<file path="src/rtl/wide_add_sequencer_pkg.sv">
// -----------------------------------------------------------------------------
// wide_add_pkg
// Shared definitions for the wide add/sub sequencer: slice width, FSM state
// encoding and the slice-counter width helper.
// No ports (package).
// -----------------------------------------------------------------------------
package wide_add_pkg;

  localparam int SLICE_W = 16;

  typedef enum logic [1:0] {
    IDLE = 2'd0,
    RUN  = 2'd1,
    DONE = 2'd2
  } state_t;

  // Counter must be at least one bit wide even for a single-slice build.
  function automatic int cnt_width(input int words);
    return (words <= 1) ? 1 : $clog2(words);
  endfunction

endpackage

</file>
<file path="src/rtl/wide_add_sequencer_if.sv">
// -----------------------------------------------------------------------------
// wide_add_sequencer_if
// Request/response bundle between an operand producer / result consumer
// (master) and the sequencer (slave).
//   start_valid/start_ready : request handshake, a/b/op_sub/cin qualify it
//   res_valid/res_ready     : response handshake, sum/cout/overflow qualify it
//
// Handshake rule (both channels): a transfer happens on a rising clk edge
// where valid and ready are both 1. The sender keeps its payload stable while
// valid is high; ready may be any function of the receiver's state.
// -----------------------------------------------------------------------------
interface wide_add_sequencer_if
  import wide_add_pkg::*;
#(
  parameter int WORDS = 4
);
  localparam int W = SLICE_W * WORDS;

  logic         start_valid;
  logic         start_ready;
  logic         op_sub;
  logic [W-1:0] a;
  logic [W-1:0] b;
  logic         cin;
  logic         res_valid;
  logic         res_ready;
  logic [W-1:0] sum;
  logic         cout;
  logic         overflow;

  modport master (
    output start_valid, op_sub, a, b, cin, res_ready,
    input  start_ready, res_valid, sum, cout, overflow
  );

  modport slave (
    input  start_valid, op_sub, a, b, cin, res_ready,
    output start_ready, res_valid, sum, cout, overflow
  );

endinterface

</file>
<file path="src/rtl/wide_add_sequencer_rca.sv">
// -----------------------------------------------------------------------------
// RippleCarryAdder16Bit
// Plain 16-bit ripple carry adder, one full adder per bit.
//   i_a, i_b : 16-bit addends
//   i_cin    : carry in
//   o_sum    : 16-bit sum
//   o_cout   : carry out of bit 15
// -----------------------------------------------------------------------------
module RippleCarryAdder16Bit
  import wide_add_pkg::*;
(
  input  logic [SLICE_W-1:0] i_a,
  input  logic [SLICE_W-1:0] i_b,
  input  logic               i_cin,
  output logic [SLICE_W-1:0] o_sum,
  output logic               o_cout
);

  logic w_carry;

  always_comb begin
    o_sum   = '0;
    w_carry = i_cin;
    for (int i = 0; i < SLICE_W; i++) begin
      o_sum[i] = i_a[i] ^ i_b[i] ^ w_carry;
      w_carry  = (i_a[i] & i_b[i]) | (w_carry & (i_a[i] ^ i_b[i]));
    end
    o_cout = w_carry;
  end

endmodule

</file>
<file path="src/rtl/wide_add_sequencer.sv">
// -----------------------------------------------------------------------------
// wide_add_sequencer
// Computes a 16*WORDS-bit add or subtract by pushing one 16-bit slice per
// cycle through a single ripple carry adder, LSB slice first, with the carry
// held in a register between slices.
//   clk         : clock, rising edge
//   rst_n       : synchronous active-low reset
//   bus         : request/response interface (slave side)
//   o_dbg_state : current FSM state
// -----------------------------------------------------------------------------
module wide_add_sequencer
  import wide_add_pkg::*;
#(
  parameter int WORDS = 4
) (
  input  logic                  clk,
  input  logic                  rst_n,
  wide_add_sequencer_if.slave   bus,
  output state_t                o_dbg_state
);

  localparam int          W     = SLICE_W * WORDS;
  localparam int          CNT_W = cnt_width(WORDS);
  localparam logic [CNT_W-1:0] LAST = CNT_W'(WORDS - 1);

  state_t             r_state;
  state_t             w_next_state;
  logic [CNT_W-1:0]   r_cnt;
  logic [W-1:0]       r_a;
  logic [W-1:0]       r_b;       // effective B, already inverted for subtract
  logic               r_carry;
  logic [W-1:0]       r_sum;
  logic               r_cout;
  logic               r_ovf;

  logic [SLICE_W-1:0] w_a_slice;
  logic [SLICE_W-1:0] w_b_slice;
  logic [SLICE_W-1:0] w_slice_sum;
  logic               w_slice_cout;
  logic               w_start_ready;
  logic               w_res_valid;
  logic               w_last;

  assign w_last = (r_cnt == LAST);

  // ---------------- FSM: state register ----------------
  always_ff @(posedge clk) begin
    if (!rst_n) r_state <= IDLE;
    else        r_state <= w_next_state;
  end

  // ---------------- FSM: next state ----------------
  always_comb begin
    w_next_state = r_state;
    case (r_state)
      IDLE:    if (bus.start_valid) w_next_state = RUN;
      RUN:     if (w_last)          w_next_state = DONE;
      DONE:    if (bus.res_ready)   w_next_state = IDLE;
      default: w_next_state = IDLE;
    endcase
  end

  // ---------------- FSM: outputs ----------------
  always_comb begin
    w_start_ready = 1'b0;
    w_res_valid   = 1'b0;
    case (r_state)
      IDLE:    w_start_ready = 1'b1;
      DONE:    w_res_valid   = 1'b1;
      default: ;
    endcase
  end

  // ---------------- slice select ----------------
  always_comb begin
    w_a_slice = '0;
    w_b_slice = '0;
    for (int i = 0; i < WORDS; i++) begin
      if (r_cnt == CNT_W'(i)) begin
        w_a_slice = r_a[i*SLICE_W +: SLICE_W];
        w_b_slice = r_b[i*SLICE_W +: SLICE_W];
      end
    end
  end

  RippleCarryAdder16Bit u_rca (
    .i_a    (w_a_slice),
    .i_b    (w_b_slice),
    .i_cin  (r_carry),
    .o_sum  (w_slice_sum),
    .o_cout (w_slice_cout)
  );

  // ---------------- datapath ----------------
  always_ff @(posedge clk) begin
    if (!rst_n) begin
      r_cnt   <= '0;
      r_a     <= '0;
      r_b     <= '0;
      r_carry <= 1'b0;
      r_sum   <= '0;
      r_cout  <= 1'b0;
      r_ovf   <= 1'b0;
    end else begin
      case (r_state)
        IDLE: begin
          if (bus.start_valid) begin
            r_a     <= bus.a;
            r_b     <= bus.op_sub ? ~bus.b : bus.b;
            r_carry <= bus.cin;
            r_cnt   <= '0;
          end
        end
        RUN: begin
          for (int i = 0; i < WORDS; i++) begin
            if (r_cnt == CNT_W'(i)) r_sum[i*SLICE_W +: SLICE_W] <= w_slice_sum;
          end
          r_carry <= w_slice_cout;
          if (w_last) begin
            // Final slice: its sum MSB is the full-width sign bit.
            r_cout <= w_slice_cout;
            r_ovf  <= (r_a[W-1] == r_b[W-1]) && (w_slice_sum[SLICE_W-1] != r_a[W-1]);
          end else begin
            r_cnt <= r_cnt + CNT_W'(1);
          end
        end
        default: ;
      endcase
    end
  end

  assign bus.start_ready = w_start_ready;
  assign bus.res_valid   = w_res_valid;
  assign bus.sum         = r_sum;
  assign bus.cout        = r_cout;
  assign bus.overflow    = r_ovf;
  assign o_dbg_state     = r_state;

endmodule
</file>
<file path="src/flat_wrapper.sv">
// flat-port wrapper written by rule: the top's interface ports become plain ports
module wide_add_sequencer_flat import wide_add_pkg::*;
#(
  parameter int WORDS = 4
)
  (clk, rst_n, o_dbg_state, bus_start_valid, bus_op_sub, bus_a, bus_b, bus_cin, bus_res_ready, bus_start_ready, bus_res_valid, bus_sum, bus_cout, bus_overflow);
  wide_add_sequencer_if #(.WORDS(WORDS)) bus_i ();
  input  logic clk;
  input  logic rst_n;
  output state_t o_dbg_state;
  input wire logic [$bits(bus_i.start_valid)-1:0] bus_start_valid;
  input wire logic [$bits(bus_i.op_sub)-1:0] bus_op_sub;
  input wire logic [$bits(bus_i.a)-1:0] bus_a;
  input wire logic [$bits(bus_i.b)-1:0] bus_b;
  input wire logic [$bits(bus_i.cin)-1:0] bus_cin;
  input wire logic [$bits(bus_i.res_ready)-1:0] bus_res_ready;
  output wire logic [$bits(bus_i.start_ready)-1:0] bus_start_ready;
  output wire logic [$bits(bus_i.res_valid)-1:0] bus_res_valid;
  output wire logic [$bits(bus_i.sum)-1:0] bus_sum;
  output wire logic [$bits(bus_i.cout)-1:0] bus_cout;
  output wire logic [$bits(bus_i.overflow)-1:0] bus_overflow;
  assign bus_i.start_valid = bus_start_valid;
  assign bus_i.op_sub = bus_op_sub;
  assign bus_i.a = bus_a;
  assign bus_i.b = bus_b;
  assign bus_i.cin = bus_cin;
  assign bus_i.res_ready = bus_res_ready;
  assign bus_start_ready = bus_i.start_ready;
  assign bus_res_valid = bus_i.res_valid;
  assign bus_sum = bus_i.sum;
  assign bus_cout = bus_i.cout;
  assign bus_overflow = bus_i.overflow;
  wide_add_sequencer #(.WORDS(WORDS)) u_core (.clk(clk), .rst_n(rst_n), .bus(bus_i), .o_dbg_state(o_dbg_state));
endmodule
</file>
<file path="config.mk">
export PLATFORM = sky130hd
export DESIGN_NAME = wide_add_sequencer_flat
export DESIGN_NICKNAME = d
export VERILOG_FILES = /design/src/rtl/wide_add_sequencer_pkg.sv /design/src/rtl/wide_add_sequencer_if.sv /design/src/rtl/wide_add_sequencer_rca.sv /design/src/rtl/wide_add_sequencer.sv /design/src/flat_wrapper.sv
export SDC_FILE = /design/constraint.sdc
export NUM_CORES = 1
export LEC_CHECK = 0
export CAP_MARGIN = 20
export CELL_PAD_IN_SITES_DETAIL_PLACEMENT = 0
export CELL_PAD_IN_SITES_GLOBAL_PLACEMENT = 2
export CORE_MARGIN = 2
export CORE_UTILIZATION = 32
export DETAILED_ROUTE_END_ITERATION = 6
export PLACE_DENSITY_LB_ADDON = 0.12
export SETUP_SLACK_MARGIN = 0.4
export SYNTH_ARGS = -nofsm -noshare
export SYNTH_HDL_FRONTEND = slang
export SYNTH_SLANG_ARGS = --single-unit
</file>
<file path="constraint.sdc">
create_clock -name clk -period 18.3 [get_ports clk]
set_clock_uncertainty 0.2 [all_clocks]
set_input_delay 3.66 -clock clk [delete_from_list [all_inputs] [get_ports clk]]
set_output_delay 3.66 -clock clk [all_outputs]
set_load 0.02 [all_outputs]
</file>
==> key figures, run 1 <==
Logic synthesis
  • Register area share after synthesis: 0.429
  • Flop and latch count out of synthesis: 199
  • Library cell with the largest summed area after synthesis: sky130_fd_sc_hd__dfxtp_1
  • Cell with the most instances after synthesis: sky130_fd_sc_hd__nand2_1
  • Leading post-synthesis cells by cell area: sky130_fd_sc_hd__dfxtp_1 (43%), sky130_fd_sc_hd__nand2_1 (12%), sky130_fd_sc_hd__o211a_1 (11%), sky130_fd_sc_hd__xnor2_1 (6.0%), sky130_fd_sc_hd__a21boi_1 (3.6%)
  • Number of synthesis warnings: 0
  • Synth cell count leaders: sky130_fd_sc_hd__nand2_1 (301), sky130_fd_sc_hd__dfxtp_1 (199), sky130_fd_sc_hd__o211a_1 (104)
  • Ys async rst share: 0
  • Share of the synthesized area in the top cell type: 0.429
  • Number of library cell types mapped by synthesis: 33
  • Post-synthesis instance area: 9290 um^2
  • Dominant register cell in the synthesized netlist: sky130_fd_sc_hd__dfxtp_1
  • Syn nets: 1227
  • Gate Count Post-Synth: 1073
  • Mean post-synth cell area: 8.66 um^2
  • Number of enable flip-flop cells after synthesis: 0

Cells and area
  • Synth-to-layout area growth: 30.5%
  • Diode count: 0
  • Number of nets in the layout: 1362
  • Share of final-layout standard cells stronger than drive strength 1: 0.0410

Timing
  • Max Freq: 113 MHz
  • Finish-stage setup viols: 0
  • Total negative setup slack: 0 ns
  • Post-layout min period: 8.83 ns
  • Worst Max-Slew Pin Slew: 1.06 ns
  • Setup repair after global routing missed its margin: false
  • Max-slew headroom at the worst pin: 0.295
  • Number of slew-limit violations in the final report: 0
  • Portion of the clock cycle consumed by the worst path in the final layout: 0.482
  • Final-report hold violation count: 0
  • Worst Hold Slack: 0.254 ns

Power
  • Net switching component of the power: 320 uW
  • Leakage: 0.00538 uW
  • Sequential fraction of design power: 0.440
  • VDD IR max: 0.0000607 V
  • Proportion of power drawn by combinational gates: 0.194
  • Cell internal power dissipation: 763 uW
  • Clock share of power: 0.367
  • Total power density per cell area: 89.4 nW/um^2
  • Switching part of the total power: 0.296

Critical path
  • Worst setup endpoint: u_core.bus.overflow
  • CP peak stage delay: 0.54 ns
  • Critical path's top delay family: adder cells
  • Worst R2R Path Depth: 27
  • Critical setup path kind: flop to flop
  • Most prevalent standard cell on the critical path: sky130_fd_sc_hd__fa_1
  • Worst setup EP type: flop
  • Buffers and inverters on the worst path: 5
  • Critical Path Source Type: flop
  • Largest fanout of any net on the critical path: 19
  • Worst R2R End: u_core.bus.overflow
  • Launching element of the worst setup path: u_core.r_cnt[0]
  • Worst Path Arrival: 8.98 ns
  • CP Data Required Time: 18.46 ns
  • Critical path depth: 27
  • Slowest cell on the critical path: sky130_fd_sc_hd__ha_1
  • Worst reg2reg startpoint: u_core.r_cnt[0]
  • Setup slack of the worst register-to-register path: 9.47 ns

Placement
  • Post-detailed-placement half-perimeter wirelength: 20200 um
  • Routability-driven placement congestion ratio: 0.741
  • Port-buffer cells: 203

Routing
  • Routed wire length: 28900 um
  • Post-route ant nets: 0
  • Routed len/inst: 18.0 um
  • Number of iterations in the first detailed-routing pass: 5
  • Total via count in the routed design: 7696
  • Via density: 4.80
  • # DRC: 0
  • Iteration-0 DRC Markers: 495

Die
  • Die height: 174 um
  • Number of cell rows: 62
  • Total core area: 28600 um^2
  • Horizontal die dimension: 174 um
  • Starting Density: 0.325
  • Number of ports placed on the die boundary: 204
  • Area of the die: 30400 um^2

Clocking
  • Number of clock sinks: 199
  • Root cell of the clock tree: sky130_fd_sc_hd__clkbuf_16
  • CTS H-tree lvls: 4
  • Post-CTS Setup Repair Bufs: 0
  • Post-cts sizing count: 0
  • Insertion delay to the later sink of the worst-skew pair: 0.44 ns
  • TritonCTS buffer count: 17
  • CTS tree: done
  • Reg clk slew, reported paths: 0.07 ns
  • Maximum number of buffers from clock root to sink: 2
  • Hold bufs inserted after CTS: 0

Global route
  • Vias in the first global route: 7482
  • Wire length of the first global-routing pass: 44100 um
  • Gr usage total: 0.190
  • Overflow left after global routing: 0
  • Antenna violations before repair: 0
  • Maximum number of pins on one net before global-route repair: 177

Hold path
  • Type of the worst min-delay path: flop to flop
  • Hold depth: 2

Run status
  • Run status: finished, final reports clean

Flow run
  • Max-cap violations: 0
cell usage in the layout, fill, tap and decap left out, types with 2 or more instances in the layout:
cell type                           n
sky130_fd_sc_hd__nand2_1          301
sky130_fd_sc_hd__clkdlybuf4s50_1  201
sky130_fd_sc_hd__dfxtp_1          199
sky130_fd_sc_hd__o211a_1          104
sky130_fd_sc_hd__a21oi_1           64
sky130_fd_sc_hd__xnor2_1           64
sky130_fd_sc_hd__a21boi_1          44
sky130_fd_sc_hd__inv_1             39
sky130_fd_sc_hd__o21ai_0           34
sky130_fd_sc_hd__a22oi_1           28
sky130_fd_sc_hd__a21boi_0          20
sky130_fd_sc_hd__clkbuf_16         17
sky130_fd_sc_hd__and3_1            16
sky130_fd_sc_hd__fa_1              16
sky130_fd_sc_hd__nor2b_1           11
sky130_fd_sc_hd__mux2i_1           10
sky130_fd_sc_hd__buf_4              8
sky130_fd_sc_hd__inv_6              5
sky130_fd_sc_hd__a22o_1             4
sky130_fd_sc_hd__and3b_1            4
sky130_fd_sc_hd__or3b_2             3
sky130_fd_sc_hd__ha_2               3
sky130_fd_sc_hd__inv_8              3
sky130_fd_sc_hd__nor2_1             2
sky130_fd_sc_hd__o22ai_1            2
sky130_fd_sc_hd__bufinv_16          2
sky130_fd_sc_hd__clkinv_8           2
sky130_fd_sc_hd__buf_16             2
cell type report:
cell class / instances / area [um^2]
fill: 2907 / 16500
multi-input combinational: 738 / 4740
sequential: 199 / 3980
timing repair buffer: 213 / 2160
tap: 384 / 480
clock buffer: 18 / 429
clock inverter: 14 / 183
inverter: 39 / 146
registers in the layout, indices dropped and copies added (netlist names):
signal and cells:
u_core.bus.sum 64, u_core.r_a 64, u_core.r_cnt 2, u_core.bus.overflow 1, u_core.r_b 64, u_core.bus.cout 1
u_core.r_carry 1, u_core.o_dbg_state 2
how the worst min path moves through the flow:
stage          slack, ns      startpoint              to
2_1_floorplan       0.24  u_core.r_a[32]  u_core.r_a[32]
3_3_place_gp        0.25  u_core.r_a[47]  u_core.r_a[47]
3_5_place_dp        0.25  u_core.r_a[34]  u_core.r_a[34]
4_1_cts             0.26  u_core.r_a[47]  u_core.r_a[47]
5_1_grt             0.27  u_core.r_a[32]  u_core.r_a[32]
6_report            0.25  u_core.r_a[47]  u_core.r_a[47]
metrics by stage:
stage / std cells / util / area (um^2) / power, uW / worst slack, ns
after CTS: 1603 / 0.421 / 12100 / 1100 / 9.47
after global routing: 1605 / 0.423 / 12100 / 1130 / 9.10
after global placement: 1571 / 0.400 / 11500 / 698 / 9.60
after floorplan: 1073 / - / 9290 / 600 / 10.28
after detailed placement: 1571 / 0.400 / 11500 / 699 / 9.53
final: 1605 / 0.423 / 12100 / 1080 / 9.47
power groups by stage:
stage	registers [uW]	clock network, uW	logic (uW)
2_1_floorplan	488	0	113
3_3_place_gp	487	0	211
3_5_place_dp	486	0	212
4_1_cts	476	407	213
5_1_grt	479	422	230
6_report	476	397	210
layer usage:
| metal | vias to the layer above | part of all wire | GRT usage |
|---|---|---|---|
| met1 | 3631 | 0.48 | 0.264 |
| met4 | 0 | 0.010 | 0.0427 |
| met2 | 174 | 0.47 | 0.311 |
| met5 | - | 0 | 0 |
| met3 | 18 | 0.040 | 0.0284 |
| li1 | 3873 | - | - |
tightest hold or removal path, cell delays in order (launching register included):
cell,delay (ns)
sky130_fd_sc_hd__dfxtp_1,0.31
sky130_fd_sc_hd__nand2_1,0.05
sky130_fd_sc_hd__a21boi_1,0.05
logic make-up (layout without fill, tap and decap cells):
kind of cell,count (synthesis),count (layout),share of synthesized area
AOI/OAI and AO/OA,303,303,0.247
xor gates and xnor gates,64,64,0.0603
adders and majority gates,20,20,0.0399
buffers and inverters,136,284,0.0620
DFF,199,199,0.429
muxes,10,10,0.0108
and+or+nand+nor,341,341,0.152
(Power assumes the default switching activity.)
==> run 2, diff against run 1 <==
- CORE_UTILIZATION: 32 -> 30
- clock period: 18.3 -> 8.35 ns (I/O delays scaled with it)
==> run 2 against run 1 <==
  * Cell count is 1.3% higher
  * Highest routed layer unchanged
  * Die area is 6.5% higher
  * Maximum frequency is 15% higher
==> key figures, run 2 (same netlist as run 1, synthesis figures left out) <==
Critical path
  • Worst setup EP type: flop (unchanged)
  • CP Data Required Time: 8.52 ns (was 18.46 ns)
  • Setup slack of the worst register-to-register path: 0.65 ns (was 9.47 ns)
  • Critical Path Source Type: flop (unchanged)
  • Largest fanout of any net on the critical path: 4 (was 19)
  • Worst R2R Path Depth: 26 (was 27)
  • Worst Path Arrival: 7.87 ns (was 8.98 ns)
  • Critical setup path kind: flop to flop (unchanged)
  • Worst R2R End: u_core.bus.overflow (unchanged)
  • Worst reg2reg startpoint: u_core.r_cnt[0] (unchanged)

Routing
  • Iteration-0 DRC Markers: 532 (was 495)
  • Post-route ant nets: 0 (unchanged)
  • Number of iterations in the first detailed-routing pass: 4 (was 5)
  • Routed wire length: 29000 um (was 28900 um)
  • Total via count in the routed design: 7705 (was 7696)
  • Via density: 4.74 (was 4.80)
  • # DRC: 0 (unchanged)
  • Routed len/inst: 17.9 um (was 18.0 um)

Cells and area
  • Share of final-layout standard cells stronger than drive strength 1: 0.0610 (was 0.0410)
  • Number of nets in the layout: 1371 (was 1362)
  • Diode count: 0 (unchanged)
  • FF/Latch Area: 3990 um^2 (was 3980 um^2)
  • Most common library cell in the layout ignoring fill and taps: sky130_fd_sc_hd__nand2_1 (unchanged)
  • Highest-count cells in the layout ignoring fill and taps: sky130_fd_sc_hd__nand2_1 (301), sky130_fd_sc_hd__clkdlybuf4s50_1 (201), sky130_fd_sc_hd__dfxtp_1 (197) (was sky130_fd_sc_hd__nand2_1 (301), sky130_fd_sc_hd__clkdlybuf4s50_1 (201), sky130_fd_sc_hd__dfxtp_1 (199))
  • Cell Count, Final, Fillers Out: 1626 (was 1605)
  • End-of-flow core utilization: 0.404 (was 0.423)
  • Area of the multi-input gates: 4820 um^2 (was 4740 um^2)
  • Synth-to-layout area growth: 32.6% (was 30.5%)
  • Final-layout fill cell count: 3123 (was 2907)

Power
  • Sequential fraction of design power: 0.443 (was 0.440)
  • Cell internal power dissipation: 1630 uW (was 763 uW)
  • Total power density per cell area: 191 nW/um^2 (was 89.4 nW/um^2)
  • Net switching component of the power: 722 uW (was 320 uW)
  • VDD IR max: 0.000154 V (was 0.0000607 V)
  • Clock share of power: 0.354 (was 0.367)
  • Switching part of the total power: 0.307 (was 0.296)
  • Leakage: 0.00545 uW (was 0.00538 uW)
  • Proportion of power drawn by combinational gates: 0.202 (was 0.194)

Clocking
  • Maximum number of buffers from clock root to sink: 2 (unchanged)
  • Number of clock sinks: 199 (unchanged)
  • Insertion delay to the later sink of the worst-skew pair: 0.44 ns (about the same)
  • TritonCTS buffer count: 17 (unchanged)
  • Root cell of the clock tree: sky130_fd_sc_hd__clkbuf_16 (unchanged)
  • CTS H-tree lvls: 4 (unchanged)
  • Reg clk slew, reported paths: 0.08 ns (was 0.07 ns)
  • CTS tree: done (unchanged)

Die
  • Area of the die: 32400 um^2 (was 30400 um^2)
  • Horizontal die dimension: 180 um (was 174 um)
  • Starting Density: 0.305 (was 0.325)
  • Total core area: 30500 um^2 (was 28600 um^2)
  • Number of ports placed on the die boundary: 204 (unchanged)
  • Die height: 180 um (was 174 um)
  • Number of cell rows: 64 (was 62)

Hold path
  • Min-Delay Startpoint: u_core.r_a[32] (was u_core.r_a[47])
  • Destination of the worst hold path: u_core.r_a[32] (was u_core.r_a[47])
  • Type of the worst min-delay path: flop to flop (unchanged)
  • Hold depth: 2 (unchanged)

Placement
  • Port-buffer cells: 203 (unchanged)
  • Routability-driven placement congestion ratio: 0.820 (was 0.741)
  • Instance count after placement with tap cells included: 1587 (was 1571)
  • Post-detailed-placement half-perimeter wirelength: 20300 um (was 20200 um)

Global route
  • Gr usage total: 0.178 (was 0.190)
  • Met2 Track Usage GR: 0.289 (was 0.311)
  • Overflow left after global routing: 0 (unchanged)
  • Wire length of the first global-routing pass: 44800 um (was 44100 um)
  • Vias in the first global route: 7605 (was 7482)
  • Global routing usage on met1: 0.251 (was 0.264)
  • Maximum number of pins on one net before global-route repair: 177 (unchanged)
  • Antenna violations before repair: 0 (unchanged)
  • Met3 usage: 0.0274 (was 0.0284)
  • Peak-usage layer in the global routing report: met2 (unchanged)

Timing
  • Setup repair after global routing missed its margin: false (unchanged)
  • Finish-stage setup viols: 0 (unchanged)
  • Number of slew-limit violations in the final report: 0 (unchanged)
  • Worst Hold Slack: 0.255 ns (was 0.254 ns)
  • Worst Max-Slew Pin Slew: 1.06 ns (about the same)
  • Max Freq: 130 MHz (was 113 MHz)
  • Total negative setup slack: 0 ns (unchanged)
  • Max-slew headroom at the worst pin: 0.292 (was 0.295)
  • Final-report hold violation count: 0 (unchanged)
  • Post-layout min period: 7.70 ns (was 8.83 ns)
  • Portion of the clock cycle consumed by the worst path in the final layout: 0.922 (was 0.482)

Run status
  • Run status: finished, final reports clean (unchanged)

Flow run
  • Max-cap violations: 0 (unchanged)
[run 2: cell types whose count changed in the layout (fill, tap and decap cells not counted), moves of 4 or more]
cell / before / now
sky130_fd_sc_hd__ha_4: 0 / 4
sky130_fd_sc_hd__buf_4: 8 / 13
sky130_fd_sc_hd__fa_2: 0 / 6
sky130_fd_sc_hd__fa_1: 16 / 10
[run 2: worst max-delay path by stage]
stage,from,to,slack (ns)
5_1_grt,u_core.r_cnt[0],u_core.bus.overflow,0.43
6_report,u_core.r_cnt[0],u_core.bus.overflow,0.65
2_1_floorplan,u_core.r_cnt[0],u_core.bus.overflow,0.41
3_3_place_gp,u_core.r_cnt[1],u_core.bus.overflow,0.31
3_5_place_dp,u_core.r_cnt[1],u_core.bus.overflow,0.20
4_1_cts,u_core.r_cnt[0],u_core.bus.overflow,0.42
[run 2: routing by layer]
metal,share of wire,wire length (um)
met1,0.49,14200
met3,0.035,1010
met2,0.47,13600
met4,0.0059,171
met5,0,0
[run 2: worst max-delay path: stages, from the launching register on]
cell                      delay (ns)
sky130_fd_sc_hd__dfxtp_4        0.38
sky130_fd_sc_hd__inv_4          0.09
sky130_fd_sc_hd__ha_4           0.16
sky130_fd_sc_hd__nand2_1        0.05
sky130_fd_sc_hd__o21ai_0        0.14
sky130_fd_sc_hd__a22oi_1        0.12
sky130_fd_sc_hd__fa_2           0.37
sky130_fd_sc_hd__fa_1           0.39
sky130_fd_sc_hd__fa_2           0.36
sky130_fd_sc_hd__fa_2           0.36
sky130_fd_sc_hd__fa_1           0.40
sky130_fd_sc_hd__fa_2           0.37
sky130_fd_sc_hd__fa_2           0.36
sky130_fd_sc_hd__fa_1           0.38
sky130_fd_sc_hd__fa_1           0.39
sky130_fd_sc_hd__fa_1           0.39
sky130_fd_sc_hd__fa_1           0.39
sky130_fd_sc_hd__fa_1           0.39
sky130_fd_sc_hd__fa_1           0.36
sky130_fd_sc_hd__inv_1          0.07
sky130_fd_sc_hd__fa_1           0.15
sky130_fd_sc_hd__inv_1          0.05
sky130_fd_sc_hd__fa_1           0.36
sky130_fd_sc_hd__inv_1          0.09
sky130_fd_sc_hd__fa_2           0.23
sky130_fd_sc_hd__or3b_2         0.46
sky130_fd_sc_hd__a31oi_1        0.18
[run 2: timing repair]
item,in CTS,in global routing
pin swaps,2,0
hold buffers,0,0
gates resized for setup,9,19
setup endpoints to repair,5,6
setup buffers,3,1
[run 2: layout make-up]
type,instances,area share
tap,396,0.0402
clock buffer,17,0.0345
timing repair buffer,222,0.183
clock inverter,15,0.0145
sequential,199,0.324
inverter,39,0.0123
multi-input combinational,738,0.391
[run 2: per-stage QoR]
stage          instance area [um^2]  setup WS (ns)  total power (uW)
6_report                      12300          0.650              2360
3_3_place_gp                  11500          0.313              1530
3_5_place_dp                  11500          0.200              1530
2_1_floorplan                  9290          0.407              1320
4_1_cts                       12200          0.420              2390
5_1_grt                       12300          0.429              2470
[run 2: power by group through the flow]
| stage | logic, uW | registers [uW] | clock network [uW] |
|---|---|---|---|
| global placement | 466 | 1070 | 0 |
| finish | 477 | 1040 | 835 |
| floorplan | 247 | 1070 | 0 |
| global route | 522 | 1050 | 901 |
| detailed placement | 468 | 1070 | 0 |
| CTS | 476 | 1040 | 866 |
